`config.mk`:
```
export PLATFORM = sky130hd
export DESIGN_NAME = hamming_odd_parity_encoder
export DESIGN_NICKNAME = d
export VERILOG_FILES = /design/src/rtl/hamming_odd_parity_encoder.sv
export SDC_FILE = /design/constraint.sdc
export NUM_CORES = 1
export LEC_CHECK = 0
export CORE_AREA = 2 2 39 41
export DETAILED_ROUTE_END_ITERATION = 12
export DIE_AREA = 0 0 41 43
export PLACE_DENSITY = 0.66
export SYNTH_ARGS = -nofsm -noshare
export SYNTH_HDL_FRONTEND = slang
export SYNTH_SLANG_ARGS = --single-unit
```
`constraint.sdc`:
```
create_clock -name clk -period 0.85 [get_ports clk]
set_input_delay 0.2125 -clock clk [delete_from_list [all_inputs] [get_ports clk]]
set_output_delay 0.2125 -clock clk [all_outputs]
set_load 0.005 [all_outputs]
```
`src/rtl/hamming_odd_parity_encoder.sv`:
```
// Registered SECDED Hamming(8,4) encoder, odd parity throughout.
// Codeword layout {p8, d3, d2, d1, p4, d0, p2, p1}; one cycle of latency, full throughput.
module hamming_odd_parity_encoder (
  input  logic       clk,
  input  logic       rst_n,
  input  logic       in_valid,
  input  logic [3:0] data_in,
  output logic [7:0] encoded_data,
  output logic       out_valid
);

  localparam int STAGES = 1;

  typedef struct packed {
    logic       p8;
    logic [2:0] d_hi;
    logic       p4;
    logic       d0;
    logic       p2;
    logic       p1;
  } cw_t;

  cw_t              code_d, code_q;
  logic [STAGES:0]  vld_pipe;

  // Each parity is the inverted XOR of its data group, so the group plus parity has odd weight.
  always_comb begin
    code_d      = '0;
    code_d.p1   = ~(data_in[0] ^ data_in[1] ^ data_in[3]);
    code_d.p2   = ~(data_in[0] ^ data_in[2] ^ data_in[3]);
    code_d.d0   = data_in[0];
    code_d.p4   = ~(data_in[1] ^ data_in[2] ^ data_in[3]);
    code_d.d_hi = data_in[3:1];
    code_d.p8   = ~(^code_d[6:0]);
  end

  assign vld_pipe[0] = in_valid;

  // The codeword register only loads on in_valid, so idle-time junk on data_in never reaches it.
  always_ff @(posedge clk or negedge rst_n) begin
    if (!rst_n) begin
      code_q           <= '0;
      vld_pipe[STAGES] <= 1'b0;
    end else begin
      vld_pipe[STAGES] <= vld_pipe[STAGES-1];
      if (in_valid) code_q <= code_d;
    end
  end

  assign encoded_data = code_q;
  assign out_valid    = vld_pipe[STAGES];

endmodule

```
==> out/qor.yml, run 1 <==
status:
  status: "finished with violations"
  violations: "negative setup slack"
timing:
  timing.fmax_mhz: 1017
  setup_tns_ps: -1091
  tightest_slew_ps: 124.0
  report.final.slew_viol_count: 0
  rsz0062_at_grt: "true"
  setup_viol: 12
  whs_ps: 244.9
  relSlewSlack: 0.9174
  layout_setup_ws_ps: -133.2
  clock_skew_ps: 0
  finalCriticalPeriod_ps: 983.2
  period_share: 1.157
  hold_viol: 0
clock_tree:
  clk_pin_slew_ps: 60
  cts_hold_buf: 0
  cts_buffers: 3
  cts_tree: "built"
  root_buffer: "clkbuf_4"
  clockBufferDepth: 2
  clock_sinks: 9
  clk_latency_ps: 250
  cts_max_level: 1
cells_and_area:
  instances_no_fill: 67
  finalNetCount: 59
  syn_to_final_growth_pct: 51.67
  fin_util: 0.4512
  drive_gt1_frac: 0.5686
  finalInstanceArea_um2: 624.3
  num_antenna_cells: 0
placement:
  placed_area_um2: 621.8
  place_congestion: 0.6648
  numPortBuffers: 15
  post-place-ws_ps: -648.9
  dp.cells: 61
setup_path:
  rr_endpoint: "encoded_data[4]$_DFFE_PN0P_"
  startpoint_type: "flip-flop"
  critPathCaptureType: "primary output"
  cpPeakStageDelay_ps: 380
  r2r-start: "encoded_data[4]$_DFFE_PN0P_"
  path_buf_inv: 1
  critPathArrivalTime_ps: 770
  worstSetupPathType: "reg2out"
  r2r_slack_ps: -20
  critPathRequiredTime_ps: 640
  slowest_stage: "dfrtp_1"
  path_cells: "buf_2"
  crit_fanout: 2
  r2r_cells: 2
  crit_family: "flip-flops"
pwr:
  p_leak_nw: 0.3223
  power_mw: 1.107
  ir_drop_v: 0.0007864
  p_per_area_nw_per_um2: 1773
yosys:
  yosysTopAreaCellShare: 0.5471
  yosys_most_used_dff: "dfrtp_1"
  async_flop_share: 1.000
  synthMuxAreaShare: 0.1459
  synth.most_common_cell: "dfrtp_1"
  syn_avg_cell_area_um2: 16.47
  yosys.area_share.adder: 0
  netlist-cell-type-count: 7
  synth_xor_area_frac: 0.2310
  synth-seq-cells: 9
  synth_nets: 32
  yosysTopAreaCell: "dfrtp_1"
  synth_edf_count: 0
  synth_compound_area_frac: 0.03647
  netlist_top_cells_area: "dfrtp_1 (55%), xor3_1 (23%), mux2_2 (11%), a21oi_1 (3.6%), mux2_4 (3.6%)"
  ys_top_cells_by_count: "dfrtp_1 (9), mux2_2 (4), xor3_1 (4)"
  ys_seq_area_frac: 0.5471
  synth_top_family_by_area: "XOR/XNOR gates"
  syn_area_um2: 411.6
  syn_inst: 25
  ys_warn_count: 0
  synthSimpleGateAreaFrac: 0.02736
grt:
  grtUsageTotal: 0.1300
  grt_pass1_vias: 325
  grt_pass1_wl_mm: 1.442
  grt_max_degree: 10
  antenna_found_initial: 0
  grt_overflow: 0
route:
  detail-route-antenna-nets: 0
  dr.pass1.iters: 2
  via_count: 290
  viasPerCell: 4.328
  drc: 0
  wl_per_cell_um: 12.97
  drt_iter0_drc: 1
  routed_wl_um: 869
min_path:
  timing.hold.worst.class: "in2async"
floorplanning:
  die-area_um2: 1763
  rows: 14
  ios: 16
  core-area_um2: 1384
  initial_utilization: 0.2975
  die_width_um: 41
  die_h_um: 43
flow_run:
  maxCapViolCount: 0
==> worst reg2reg max path, stage by stage, from the launching register on <==
cell and delay (ps):
dfrtp_1 380, buf_6 110, mux2_4 260
==> power by group <==
part	leakage [nW]	switching (mW)	internal, mW
Sequential	0.104	0.0264	0.481
Clock	0.0150	0.143	0.180
Combinational	0.204	0.0921	0.184
==> logic make-up after synthesis <==
| logic type | count (synthesis) |
|---|---|
| xor gates and xnor gates | 4 |
| muxes | 5 |
| AOI/OAI and AO/OA | 3 |
| buffers and inverters | 1 |
| and+or+nand+nor | 3 |
| DFF | 9 |
==> area by class of cell <==
type | count | area [um2]
Clock buffer | 4 | 26.28
Fill cell | 143 | 759.5
Multi-Input combinational cell | 15 | 185.2
Timing Repair Buffer | 23 | 167.7
Tap cell | 16 | 20.02
Sequential cell | 9 | 225.2
==> per-layer routing <==
layer	vias to the layer above	wire length [um]	track usage
met5	-	0	0
met4	0	6	0.1000
met3	2	59	0.03141
met2	13	439	0.1906
met1	133	363	0.1541
li1	142	-	-
==> worst max-delay path by stage <==
stage                                      startpoint  slack (ps)                           to  cells past startpoint
final                     encoded_data[0]$_DFFE_PN0P_        -130              encoded_data[0]                      1
after global placement                     data_in[2]        -610  encoded_data[7]$_DFFE_PN0P_                      3
after detailed placement                   data_in[2]        -650  encoded_data[7]$_DFFE_PN0P_                      3
after CTS                 encoded_data[0]$_DFFE_PN0P_        -140              encoded_data[0]                      1
after floorplan                            data_in[2]        -100  encoded_data[7]$_DFFE_PN0P_                      2
after global routing      encoded_data[1]$_DFFE_PN0P_        -170              encoded_data[1]                      1
==> placed cells by master, fill, tap and decap left out <==
cell,count
buf_2,11
dfrtp_1,9
buf_4,5
xor3_1,4
buf_6,4
mux2_2,3
nor2_1,3
a21oi_1,3
clkbuf_4,3
mux2_4,2
clkbuf_1,1
clkdlybuf4s15_2,1
dlygate4sd2_1,1
clkdlybuf4s50_1,1
==> flip-flops by register name, summed over array words and instances, names as in the netlist <==
name,cells
encoded_data,8
out_valid,1
==> what timing repair did <==
item                       4_1_cts  5_1_grt
pin swaps                        4        1
setup endpoints to repair       17       13
buffers inserted                 3        0
gates resized for setup         54        4
(Power assumes the default switching activity.)
==> run 2: changes to the inputs <==
--- a/config.mk
+++ b/config.mk
@@ -6,6 +6,7 @@
 export NUM_CORES = 1
 export LEC_CHECK = 0
 export CORE_AREA = 2 2 39 41
+export CTS_CLUSTER_SIZE = 24
 export DETAILED_ROUTE_END_ITERATION = 12
 export DIE_AREA = 0 0 41 43
 export PLACE_DENSITY = 0.66
==> results of run 2 <==
No change in the layout: final DEF, timing and power equal those of run 1.
